===== src/rtl/wub_apb_pkg.sv =====
// Shared types and constants for the fabric APB slot controller.
package wub_apb_pkg;

  typedef enum logic [1:0] {
    IDLE   = 2'd0,
    SETUP  = 2'd1,
    ACCESS = 2'd2,
    RESP   = 2'd3
  } state_e;

  localparam logic [31:0] TIMEOUT_RDATA = 32'hDEAD_0BAD;

  // Number of bits needed to hold values 0..v-1 (0 for v<=1).
  function automatic int clog2(input int v);
    int r;
    r = 0;
    for (int i = 0; i < 31; i++) begin
      if ((32'd1 << i) < v) r = i + 1;
    end
    return r;
  endfunction

endpackage


===== src/rtl/wub_apb_slot_ctrl_timeout.sv =====
// Per-transfer watchdog: counts enable-phase cycles, flags the last permitted one.
module wub_apb_timeout
  import wub_apb_pkg::*;
#(
  parameter int TIMEOUT_CYC = 256
) (
  input  logic clk,
  input  logic rst_n,
  input  logic clr_i,
  input  logic en_i,
  output logic expired_o
);

  localparam int CW = clog2(TIMEOUT_CYC);

  logic [CW-1:0] cnt_q;

  assign expired_o = (cnt_q == CW'(TIMEOUT_CYC - 1));

  always_ff @(posedge clk or negedge rst_n) begin
    if (!rst_n) begin
      cnt_q <= '0;
    end else if (clr_i) begin
      cnt_q <= '0;
    end else if (en_i && !expired_o) begin
      cnt_q <= cnt_q + 1'b1;
    end
  end

endmodule


===== src/rtl/wub_apb_slot_ctrl.sv =====
// MSS APB3 to N fabric slot controller with per-transfer watchdog.
// Optional error log (ERR_CNT/ERR_ADDR) enabled by defining WUB_APB_ERRLOG_EN.
module wub_apb_slot_ctrl
  import wub_apb_pkg::*;
#(
  parameter int N_SLOTS      = 4,
  parameter int SLOT_SEL_LSB = 12,
  parameter int SLOT_AW      = 12,
  parameter int TIMEOUT_CYC  = 256
) (
  input  logic                   FAB_CLK,
  input  logic                   M2F_RESET_N,
  input  logic                   MSSPSEL,
  input  logic                   MSSPENABLE,
  input  logic                   MSSPWRITE,
  input  logic [31:0]            MSSPADDR,
  input  logic [31:0]            MSSPWDATA,
  output logic [31:0]            MSSPRDATA,
  output logic                   MSSPREADY,
  output logic                   MSSPSLVERR,
  output logic [N_SLOTS-1:0]     S_PSEL,
  output logic                   S_PENABLE,
  output logic                   S_PWRITE,
  output logic [SLOT_AW-1:0]     S_PADDR,
  output logic [31:0]            S_PWDATA,
  input  logic [32*N_SLOTS-1:0]  S_PRDATA,
  input  logic [N_SLOTS-1:0]     S_PREADY,
  input  logic [N_SLOTS-1:0]     S_PSLVERR
`ifdef WUB_APB_ERRLOG_EN
  ,
  output logic [15:0]            ERR_CNT,
  output logic [31:0]            ERR_ADDR
`endif
);

  localparam int IDX_RAW = clog2(N_SLOTS);
  localparam int IDX_W   = (IDX_RAW == 0) ? 1 : IDX_RAW;

  state_e               state_q, state_d;
  logic [IDX_W-1:0]     idx_q, idx_d;
  logic [31:0]          resp_rdata_q, resp_rdata_d;
  logic                 resp_err_q, resp_err_d;
  logic [N_SLOTS-1:0]   s_psel_q, s_psel_d;
  logic                 s_penable_q, s_penable_d;
  logic                 s_pwrite_q, s_pwrite_d;
  logic [SLOT_AW-1:0]   s_paddr_q, s_paddr_d;
  logic [31:0]          s_pwdata_q, s_pwdata_d;
  logic [31:0]          mss_rdata_q, mss_rdata_d;
  logic                 mss_ready_q, mss_ready_d;
  logic                 mss_err_q, mss_err_d;
`ifdef WUB_APB_ERRLOG_EN
  logic [31:0]          addr_q, addr_d;
  logic [15:0]          err_cnt_q, err_cnt_d;
  logic [31:0]          err_addr_q, err_addr_d;
`endif

  logic [31:0]          addr_hi;
  logic [IDX_W-1:0]     dec_idx;
  logic                 dec_err;
  logic                 to_expired;
  logic [31:0]          slot_rdata [N_SLOTS];

  for (genvar gi = 0; gi < N_SLOTS; gi++) begin : g_slot_rdata
    assign slot_rdata[gi] = S_PRDATA[32*gi +: 32];
  end

  // Anything above the slot index field must be zero for a valid decode.
  assign addr_hi = MSSPADDR >> (SLOT_SEL_LSB + IDX_RAW);
  assign dec_idx = IDX_W'(MSSPADDR >> SLOT_SEL_LSB);
  assign dec_err = (addr_hi != '0) || (32'(dec_idx) >= 32'(N_SLOTS));

  wub_apb_timeout #(
    .TIMEOUT_CYC (TIMEOUT_CYC)
  ) u_timeout (
    .clk       (FAB_CLK),
    .rst_n     (M2F_RESET_N),
    .clr_i     (state_q != ACCESS),
    .en_i      (state_q == ACCESS),
    .expired_o (to_expired)
  );

  always_comb begin
    state_d      = state_q;
    idx_d        = idx_q;
    resp_rdata_d = resp_rdata_q;
    resp_err_d   = resp_err_q;
    s_psel_d     = s_psel_q;
    s_penable_d  = s_penable_q;
    s_pwrite_d   = s_pwrite_q;
    s_paddr_d    = s_paddr_q;
    s_pwdata_d   = s_pwdata_q;
    mss_rdata_d  = '0;
    mss_ready_d  = 1'b0;
    mss_err_d    = 1'b0;
`ifdef WUB_APB_ERRLOG_EN
    addr_d       = addr_q;
    err_cnt_d    = err_cnt_q;
    err_addr_d   = err_addr_q;
`endif

    unique case (state_q)
      IDLE: begin
        if (MSSPSEL && !MSSPENABLE) begin
          idx_d = dec_idx;
`ifdef WUB_APB_ERRLOG_EN
          addr_d = MSSPADDR;
`endif
          if (dec_err) begin
            resp_rdata_d = '0;
            resp_err_d   = 1'b1;
            state_d      = RESP;
          end else begin
            s_psel_d   = N_SLOTS'(1) << dec_idx;
            s_pwrite_d = MSSPWRITE;
            s_paddr_d  = MSSPADDR[SLOT_AW-1:0];
            s_pwdata_d = MSSPWDATA;
            state_d    = SETUP;
          end
        end
      end

      SETUP: begin
        s_penable_d = 1'b1;
        state_d     = ACCESS;
      end

      ACCESS: begin
        // Ready is checked before expiry so a last-cycle response still completes.
        if (S_PREADY[idx_q]) begin
          resp_rdata_d = s_pwrite_q ? 32'h0 : slot_rdata[idx_q];
          resp_err_d   = S_PSLVERR[idx_q];
          s_psel_d     = '0;
          s_penable_d  = 1'b0;
          state_d      = RESP;
        end else if (to_expired) begin
          resp_rdata_d = TIMEOUT_RDATA;
          resp_err_d   = 1'b1;
          s_psel_d     = '0;
          s_penable_d  = 1'b0;
          state_d      = RESP;
        end
      end

      RESP: begin
        // Wait for the enable phase; an abandoned transfer (PSEL gone) still retires.
        if (MSSPENABLE || !MSSPSEL) begin
          mss_ready_d = 1'b1;
          mss_rdata_d = resp_rdata_q;
          mss_err_d   = resp_err_q;
          state_d     = IDLE;
`ifdef WUB_APB_ERRLOG_EN
          if (resp_err_q) begin
            if (err_cnt_q != 16'hFFFF) err_cnt_d = err_cnt_q + 16'd1;
            err_addr_d = addr_q;
          end
`endif
        end
      end

      default: state_d = IDLE;
    endcase
  end

  always_ff @(posedge FAB_CLK or negedge M2F_RESET_N) begin
    if (!M2F_RESET_N) begin
      state_q      <= IDLE;
      idx_q        <= '0;
      resp_rdata_q <= '0;
      resp_err_q   <= 1'b0;
      s_psel_q     <= '0;
      s_penable_q  <= 1'b0;
      s_pwrite_q   <= 1'b0;
      s_paddr_q    <= '0;
      s_pwdata_q   <= '0;
      mss_rdata_q  <= '0;
      mss_ready_q  <= 1'b0;
      mss_err_q    <= 1'b0;
`ifdef WUB_APB_ERRLOG_EN
      addr_q       <= '0;
      err_cnt_q    <= '0;
      err_addr_q   <= '0;
`endif
    end else begin
      state_q      <= state_d;
      idx_q        <= idx_d;
      resp_rdata_q <= resp_rdata_d;
      resp_err_q   <= resp_err_d;
      s_psel_q     <= s_psel_d;
      s_penable_q  <= s_penable_d;
      s_pwrite_q   <= s_pwrite_d;
      s_paddr_q    <= s_paddr_d;
      s_pwdata_q   <= s_pwdata_d;
      mss_rdata_q  <= mss_rdata_d;
      mss_ready_q  <= mss_ready_d;
      mss_err_q    <= mss_err_d;
`ifdef WUB_APB_ERRLOG_EN
      addr_q       <= addr_d;
      err_cnt_q    <= err_cnt_d;
      err_addr_q   <= err_addr_d;
`endif
    end
  end

  assign MSSPRDATA  = mss_rdata_q;
  assign MSSPREADY  = mss_ready_q;
  assign MSSPSLVERR = mss_err_q;
  assign S_PSEL     = s_psel_q;
  assign S_PENABLE  = s_penable_q;
  assign S_PWRITE   = s_pwrite_q;
  assign S_PADDR    = s_paddr_q;
  assign S_PWDATA   = s_pwdata_q;
`ifdef WUB_APB_ERRLOG_EN
  assign ERR_CNT    = err_cnt_q;
  assign ERR_ADDR   = err_addr_q;
`endif

endmodule


===== config.mk =====
export PLATFORM = sky130hd
export DESIGN_NAME = wub_apb_slot_ctrl
export DESIGN_NICKNAME = d
export VERILOG_FILES = /design/src/rtl/wub_apb_pkg.sv /design/src/rtl/wub_apb_slot_ctrl_timeout.sv /design/src/rtl/wub_apb_slot_ctrl.sv
export SDC_FILE = /design/constraint.sdc
export NUM_CORES = 1
export LEC_CHECK = 0
export BUFFER_PORTS_ARGS = -buffer_cell sky130_fd_sc_hd__buf_2
export CORE_MARGIN = 1
export CORE_UTILIZATION = 42
export DETAILED_ROUTE_END_ITERATION = 10
export PLACE_DENSITY = 0.77
export SLEW_MARGIN = 20
export SYNTH_ARGS = -nofsm -noshare
export SYNTH_HDL_FRONTEND = slang
export SYNTH_SLANG_ARGS = --single-unit

===== constraint.sdc =====
create_clock -name FAB_CLK -period 2.05 [get_ports FAB_CLK]
set_clock_uncertainty 0.05 [all_clocks]
set_input_delay 0.41 -clock FAB_CLK [delete_from_list [all_inputs] [get_ports FAB_CLK]]
set_output_delay 0.41 -clock FAB_CLK [all_outputs]
set_load 0.02 [all_outputs]

==> results of run 1 <==
==> per-stage QoR <==
step | setup slack [ns] | hold WS [ns] | cell area (sq um)
floorplan | 0.0172 | 0.0644 | 6060
global placement | -0.344 | 0.373 | 7890
detailed placement | -0.445 | 0.381 | 7890
CTS | 0.00667 | 0.146 | 8670
global route | 0.000786 | 0.160 | 8740
finish | 0.0635 | 0.166 | 8740
==> power breakdown <==
| group | switching [uW] | internal [uW] |
|---|---|---|
| clock network | 1110 | 1850 |
| registers | 262 | 3090 |
| logic | 2110 | 2410 |
==> layout by cell type, fill, tap and decap left out, types with 3 or more instances in the layout <==
cell type / netlist / final
buf_2: 7 / 287
dfrtp_1: 129 / 127
mux2_2: 80 / 80
and2_1: 34 / 34
mux4_2: 33 / 33
buf_4: 1 / 32
o21ai_0: 21 / 21
inv_1: 22 / 20
clkbuf_16: 0 / 18
nor2_1: 11 / 11
nor2b_1: 12 / 10
buf_12: 0 / 7
nand2_1: 7 / 6
mux2_1: 5 / 5
nor4_1: 4 / 4
and2b_1: 4 / 4
clkinvlp_4: 0 / 4
buf_6: 7 / 4
nand3_1: 3 / 3
nand4_1: 3 / 3
xor2_1: 3 / 3
a21oi_1: 3 / 3
ha_1: 5 / 3
clkinv_2: 0 / 3
==> registers in the layout, indices dropped and copies added (netlist names) <==
register / cells
MSSPREADY: 1
S_PADDR: 12
S_PWRITE: 1
MSSPRDATA: 32
S_PSEL: 4
resp_rdata_q: 32
S_PENABLE: 1
resp_err_q: 1
idx_q: 2
MSSPSLVERR: 1
S_PWDATA: 32
state_q: 2
u_timeout.cnt_q: 8
==> metal layers <==
layer | share of wire | global-route usage | vias up | routed length, um
met3 | 0.056 | 0.0510 | 23 | 887
li1 | - | - | 2200 | -
met4 | 0.016 | 0.0818 | 0 | 262
met1 | 0.41 | 0.263 | 2373 | 6490
met5 | 0 | 0 | - | 0
met2 | 0.52 | 0.365 | 185 | 8320
==> kinds of logic after synthesis <==
| group | count (synthesis) | share of synthesized area |
|---|---|---|
| DFF | 129 | 0.533 |
| muxes | 122 | 0.288 |
| and+or+nand+nor | 91 | 0.0906 |
| buffers and inverters | 47 | 0.0399 |
| AOI/OAI and AO/OA | 33 | 0.0323 |
| adders and majority gates | 5 | 0.0103 |
| xor gates and xnor gates | 4 | 0.00579 |
==> repair_timing <==
item,CTS,global route
hold buffers,1,0
cloned,3,1
gates resized for setup,13,9
pin swaps,4,3
endpoints found under the hold margin,49,0
buffers inserted,5,1
endpoints found under the setup margin,56,64
==> area by class of cell <==
| type | count | area [sq um] |
|---|---|---|
| fillers | 1091 | 5250 |
| clock buffers | 20 | 457 |
| flip-flops and latches | 129 | 3230 |
| multi-input cells | 256 | 2660 |
| well taps | 180 | 225 |
| repair buffers | 334 | 1950 |
| inverters | 23 | 86.3 |
| clock inverters | 12 | 131 |
==> worst min-delay path by stage <==
stage | end | slack, ns | from | depth (start not counted)
global route | S_PWDATA[8] | 0.16 | MSSPWDATA[8] | 2
detailed placement | MSSPRDATA[12] | 0.38 | M2F_RESET_N | 2
global placement | MSSPRDATA[12] | 0.37 | M2F_RESET_N | 2
floorplan | MSSPRDATA[0] | 0.06 | M2F_RESET_N | 0
CTS | S_PWDATA[8] | 0.15 | MSSPWDATA[8] | 2
finish | S_PWDATA[8] | 0.17 | MSSPWDATA[8] | 2
==> flow_metrics.tcl, run 1 <==
set metrics [dict create \
    status "finished, final reports clean" \
    cp_max_fo 17 \
    syn-mean-instance-area_sq_um 14.0 \
    cp-startpoint "state_q[0]" \
    max_freq_mhz 503 \
    critPathKind "register to register" \
    synth_edf_count 0 \
    first_iter_violations 236 \
    final_core_utilization 0.625 \
    rsz0062_at_grt "no" \
    die-area_sq_um 14900 \
    core_sq_um 14000 \
    critPathArrivalTime_ns 2.23 \
    slew_violations 0 \
    clock_tree.buffer_depth 2 \
    synthArstFlopShare 1.00 \
    gr-total-overflow 0 \
    critPathSlowestCell "dfrtp_1" \
    wl_mm 16.0 \
    fin_crit_sh 0.969 \
    area_growth_syn_to_layout_pct 44.5 \
    antenna_found_initial 0 \
    slowest_delay_ns 0.37 \
    reg2regPathDepth 8 \
    fin_crit_ns 1.99 \
    cts_tree "built" \
    cp_num_cells 8 \
    clk_pin_slew_ns 0.06 \
    grt_pass1_vias 4898 \
    power_density_nw_per_um2 1240 \
    setup_viol 0 \
    synthFlopType "dfrtp_1" \
    synth_commonest_cells "dfrtp_1, mux2_2, and2_1, mux4_2, inv_1" \
    grt_usage 0.215 \
    path_buf_inv 2 \
    ff2ff_setup_slack_ns 0.06 \
    total_power_uw 10800 \
    synthesis.nets 641 \
    maxCapViolations 0 \
    antennaDiodeCount 0 \
    ys_types 40 \
    hold_class "input port to register" \
    drc 0 \
    synthesis.instances 431 \
    start_util 0.433 \
    clock_sinks 129 \
    finalNonFillerCells 954 \
    required_ns 2.29 \
    htree_levels 4 \
    dr.pass1.iters 4 \
    synth_top_area_cell "dfrtp_1" \
    crit_path_end "resp_rdata_q[26]" \
    num_vias 4781 \
    num_rows 43 \
    worst_slew_pin_slew_ns 0.432 \
    end_kind "register" \
    synth_most_common_cell "dfrtp_1" \
    leakagePower_uw 0.00470 \
    worstReg2RegEnd "resp_rdata_q[26]" \
    clk_latency_ns 0.41 \
    synth.area.top_cells "dfrtp_1, mux2_2, mux4_2" \
    gp_congestion 0.827 \
    die_w_um 122 \
    fin_tns_setup_ns 0 \
    postRouteAntennaNets 0 \
    cts_root_buffer "clkbuf_16" \
    yosysSeqAreaShare 0.533 \
    synth_area_sq_um 6050 \
    num_io_pins 289 \
    routedWlPerCell_um 16.7 \
    portBuffers 288 \
    yosysWarnings 0 \
    die_y_um 122 \
    grt_max_degree 81 \
    ir_worst_vdd_mv 0.837 \
    placed_cells 911 \
    crit_chain "inv_2, ha_4, and2_1, a22oi_2, o22ai_4, nor2_4, buf_12, mux2_2" \
    hold_violations 0 \
    post_route_cells_drive_above_1_share 0.640 \
    maxSlewHeadroom 0.712 \
    cts_buffers 17 \
    start_kind "register" \
    synth_top_area_share 0.533 \
    hpwl_mm 11.5 \
    vias_per_cell 5.01 \
    grt_pass1_wl_mm 24.0 \
    cp_top_family "compound AO/OA/AOI/OAI gates" \
    r2r_start "state_q[0]" \
    nNetsFinal 971 \
    ys_ff_latch 129 \
]
No activity file was read; power rests on OpenSTA's default activity.
==> run 2, diff against run 1 <==
CELL_PAD_IN_SITES_DETAIL_PLACEMENT = 0   (was default)
CELL_PAD_IN_SITES_GLOBAL_PLACEMENT = 2   (was default)
CORE_UTILIZATION = 26   (was 42)
PLACE_DENSITY = default   (was 0.77)
PLACE_DENSITY_LB_ADDON = 0.1   (was default)
==> flow_metrics.tcl, run 2 (synthesized netlist as in run 1, its figures left out) <==
set metrics [dict create \
    slew_violations 0 \
    clock_tree.buffer_depth 2 \
    cts_tree "built" \
    routedWlPerCell_um 16.5 \
    wl_mm 17.6 \
    die_y_um 155 \
    end_kind "register" \
    grt_usage 0.144 \
    core_sq_um 22700 \
    layout_common_cells "buf_2, dfrtp_1, mux2_2" \
    fin_crit_sh 0.992 \
    antennaDiodeCount 0 \
    fillers 2193 \
    p_seq_frac 0.292 \
    final_cell_area_sq_um 9030 \
    die-area_sq_um 23900 \
    postRouteAntennaNets 0 \
    start_util 0.266 \
    start_kind "register" \
    critPathSlowestCell "dfrtp_1" \
    leakagePower_uw 0.00480 \
    pwr-share-clk 0.259 \
    holdPathStages 2 \
    slowest_delay_ns 0.41 \
    status "finished, final reports clean" \
    cts_root_buffer "clkbuf_16" \
    antenna_found_initial 0 \
    hold_class "input port to register" \
    clk_pin_slew_ns 0.06 \
    nNetsFinal 976 \
    drc 0 \
    dpl-instance-area_sq_um 8050 \
    die_w_um 155 \
    p_int_uw 7600 \
    total_power_uw 11400 \
    dp_slack_ns -0.509 \
    path_buf_inv 2 \
    gp_congestion 0.698 \
    final_common_cell "buf_2" \
    grt_pass1_vias 5004 \
    post_route_cells_drive_above_1_share 0.643 \
    path_common_cell "buf_12" \
    power_density_nw_per_um2 1260 \
    clock_sinks 129 \
    htree_levels 4 \
    cp_top_family "flip-flops" \
    fin_crit_ns 2.03 \
    num_vias 4728 \
    clk_latency_ns 0.41 \
    grt_pass1_wl_mm 26.2 \
    hold_violations 0 \
    worst_slew_pin_slew_ns 0.596 \
    crit_chain "ha_4, and2_4, a22oi_2, o22ai_4, buf_12, nor2_4, buf_12, mux2_2" \
    switchingPower_uw 3760 \
    ir_worst_vdd_mv 0.816 \
    cts_buffers 17 \
    rsz0062_at_grt "yes" \
    setup_viol 0 \
    switching_share 0.331 \
    final_core_utilization 0.397 \
    portBuffers 288 \
    grt_max_degree 46 \
    critPathKind "register to register" \
    num_io_pins 289 \
    critPathArrivalTime_ns 2.27 \
    max_freq_mhz 492 \
    gr-total-overflow 0 \
    first_iter_violations 124 \
    area_growth_syn_to_layout_pct 49.2 \
    vias_per_cell 4.45 \
    reg2regPathDepth 8 \
    setup_slack_ns 0.0170 \
    maxCapViolations 0 \
    dr.pass1.iters 4 \
    pwr-share-comb 0.449 \
    hpwl_mm 12.5 \
    required_ns 2.29 \
    maxSlewHeadroom 0.599 \
    num_rows 55 \
    cp_max_fo 12 \
    cp_num_cells 8 \
]
[run 2: final timing paths]
kind,from,end,slack (ns)
max reg2reg,state_q[1],resp_rdata_q[17],0.02
min in group asynchronous,M2F_RESET_N,S_PWDATA[22],0.44
min reg2reg,resp_rdata_q[17],MSSPRDATA[17],0.43
max in group asynchronous,M2F_RESET_N,resp_rdata_q[28],0.92
min,MSSPWDATA[8],S_PWDATA[8],0.16
max,state_q[1],resp_rdata_q[17],0.02
[run 2: worst reg2reg max path, stage by stage (launching register included)]
cell	delay (ns)
dfrtp_1	0.41
ha_4	0.18
and2_4	0.13
a22oi_2	0.25
o22ai_4	0.14
buf_12	0.15
nor2_4	0.11
buf_12	0.16
mux2_2	0.34
[run 2: power groups by stage]
stage / Combinational (uW) / Clock [uW] / Sequential (uW)
after floorplan: 2740 / 0 / 3500
after global placement: 4210 / 0 / 3330
after detailed placement: 4280 / 0 / 3350
after CTS: 4630 / 3050 / 3310
after global routing: 5560 / 3150 / 3380
final: 5110 / 2940 / 3320
[run 2: layer usage]
layer,share of wire,track usage,vias up
met5,0,0,-
met4,0.011,0.0481,0
met3,0.048,0.0297,14
met2,0.50,0.255,154
met1,0.44,0.173,2356
li1,-,-,2204
[run 2: cell type report]
cell class	instances	area (sq um)	area share
flip-flops and latches	129	3230	0.358
clock buffers	18	429	0.0475
repair buffers	339	2030	0.225
well taps	285	357	0.0395
clock inverters	13	140	0.0155
inverters	23	88.8	0.00984
multi-input cells	256	2750	0.305
[run 2: stage by stage]
step                      setup TNS (ns)  cells  hold slack, ns
final                                  0   1063           0.165
after CTS                              0   1054           0.139
after floorplan                        0    431          0.0644
after detailed placement          -26.21   1018           0.332
after global routing               -1.64   1063           0.155
after global placement            -23.00   1018           0.321
[run 2: repair_timing]
item                                    4_1_cts  5_1_grt
gates resized for setup                       6       41
endpoints found under the hold margin        39        0
setup buffers                                 3        3
hold buffers                                  1        0
cloned                                        1        6
endpoints found under the setup margin       33       83
pin swaps                                     4        6
==> run 3, diff against run 2 <==
BUFFER_PORTS_ARGS = default   (was -buffer_cell sky130_fd_sc_hd__buf_2)
CORE_UTILIZATION = 36   (was 26)
CTS_CLUSTER_SIZE = 12   (was default)
DONT_BUFFER_PORTS = 1   (was default)
==> flow_metrics.tcl, run 3 (synthesized netlist as in run 1, its figures left out) <==
set metrics [dict create \
    grt_pass1_wl_mm 22.1 \
    rsz0062_at_grt "yes" \
    ir_worst_vdd_mv 0.681 \
    hold_class "input port to asynchronous set/reset pin" \
    grt_max_degree 130 \
    power_density_nw_per_um2 1520 \
    num_rows 47 \
    setup_slack_ns 0.0452 \
    cp_max_fo 6 \
    num_vias 3622 \
    dr.pass1.iters 4 \
    clk_pin_slew_ns 0.06 \
    status "complete, but fails checks" \
    post_route_cells_drive_above_1_share 0.409 \
    grt_usage 0.167 \
    reg2regPathDepth 8 \
    htree_levels 4 \
    dp_slack_ns -0.0332 \
    drc 0 \
    postRouteAntennaNets 0 \
    cts_root_buffer "clkbuf_16" \
    die_y_um 132 \
    hold_ws_ns -0.365 \
    required_ns 2.30 \
    hpwl_mm 9.98 \
    r2r_start "state_q[1]" \
    clock_tree.buffer_depth 2 \
    routedWlPerCell_um 20.6 \
    slew_violations 0 \
    start_kind "register" \
    setup_viol 0 \
    gp_congestion 0.719 \
    cts_buffers 17 \
    portBuffers 0 \
    core_sq_um 16500 \
    fillers 1552 \
    clock_sinks 129 \
    worst_slew_pin_slew_ns 0.377 \
    worstReg2RegEnd "resp_rdata_q[6]" \
    vias_per_cell 5.23 \
    first_iter_violations 185 \
    hold_violations 129 \
    layout_common_cells "dfrtp_1, mux2_2, and2_1, mux4_2, buf_4" \
    nNetsFinal 669 \
    maxCapViolations 0 \
    die-area_sq_um 17300 \
    critPathArrivalTime_ns 2.26 \
    die_w_um 132 \
    area_growth_syn_to_layout_pct 20.3 \
    wl_mm 14.3 \
    fin_crit_ns 2.00 \
    violations "hold timing" \
    gr-total-overflow 0 \
    num_io_pins 289 \
    cts_tree "built" \
    grt_pass1_vias 3942 \
    critPathKind "register to register" \
    end_kind "register" \
    max_freq_mhz 499 \
    leakagePower_uw 0.00344 \
    fin_crit_sh 0.978 \
    maxSlewHeadroom 0.747 \
    final_common_cell "dfrtp_1" \
    start_util 0.366 \
    antennaDiodeCount 0 \
    antenna_found_initial 0 \
    clk_latency_ns 0.42 \
    ff2ff_setup_slack_ns 0.05 \
]
[run 3: changes by cell type in the layout (fill, tap and decap cells not counted), sizes merged]
cell | previous run | this run
bufinv | 2 | 3
clkinv | 7 | 5
clkbuf | 22 | 24
clkinvlp | 4 | 1
inv | 23 | 25
buf | 334 | 30
dlygate4sd3 | 1 | 0
nor2 | 13 | 12
[run 3: timing repair]
action / 4_1_cts / 5_1_grt
setup endpoints to repair: 0 / 76
buffers inserted: 0 / 3
resized for setup: 0 / 26
hold endpoints to repair: 129 / 129
[run 3: critical path, cell delays in order, from the launching register on]
cell	delay, ns
dfrtp_1	0.43
ha_4	0.19
and2_4	0.13
a22oi_2	0.18
o22ai_2	0.14
nor2_4	0.14
buf_12	0.15
buf_6	0.14
mux2_2	0.33
[run 3: final cells by class]
class                   instances  area [sq um]  share of cell area
clock buffers                  21           470              0.0646
clock inverters                11           151              0.0208
flip-flops and latches        129          3230               0.444
well taps                     220           275              0.0378
inverters                      23          86.3              0.0119
repair buffers                 33           379              0.0521
multi-input cells             255          2680               0.369
[run 3: worst max-delay path by stage]
stage,end,start,depth (start not counted)
final,resp_rdata_q[6],state_q[1],8
after CTS,resp_rdata_q[22],state_q[0],8
after detailed placement,S_PWDATA[24],MSSPADDR[23],5
after floorplan,resp_rdata_q[0],state_q[0],9
after global placement,resp_rdata_q[18],MSSPADDR[27],6
after global routing,resp_rdata_q[14],state_q[0],9
[run 3: through the flow]
step	cell area [sq um]	util	power [uW]	cells	TNS (ns)
after floorplan	6060	-	6250	431	0
final	7280	0.440	11100	692	0
after global placement	6440	0.390	7220	653	0
after CTS	7060	0.427	10500	685	0
after detailed placement	6440	0.390	7290	653	-0.789
after global routing	7280	0.440	11800	692	-0.651
[run 3: power by group]
group / switching [uW] / total (uW) / internal [uW]
sequential: 540 / 3630 / 3090
clock: 1150 / 3170 / 2020
combinational: 1810 / 4290 / 2480
total: 3500 / 11100 / 7590
[run 3: per-layer routing]
layer / track usage / routed length, um
met4: 0.0543 / 177
met5: 0 / 0
met1: 0.203 / 6050
met2: 0.278 / 7150
met3: 0.0556 / 913
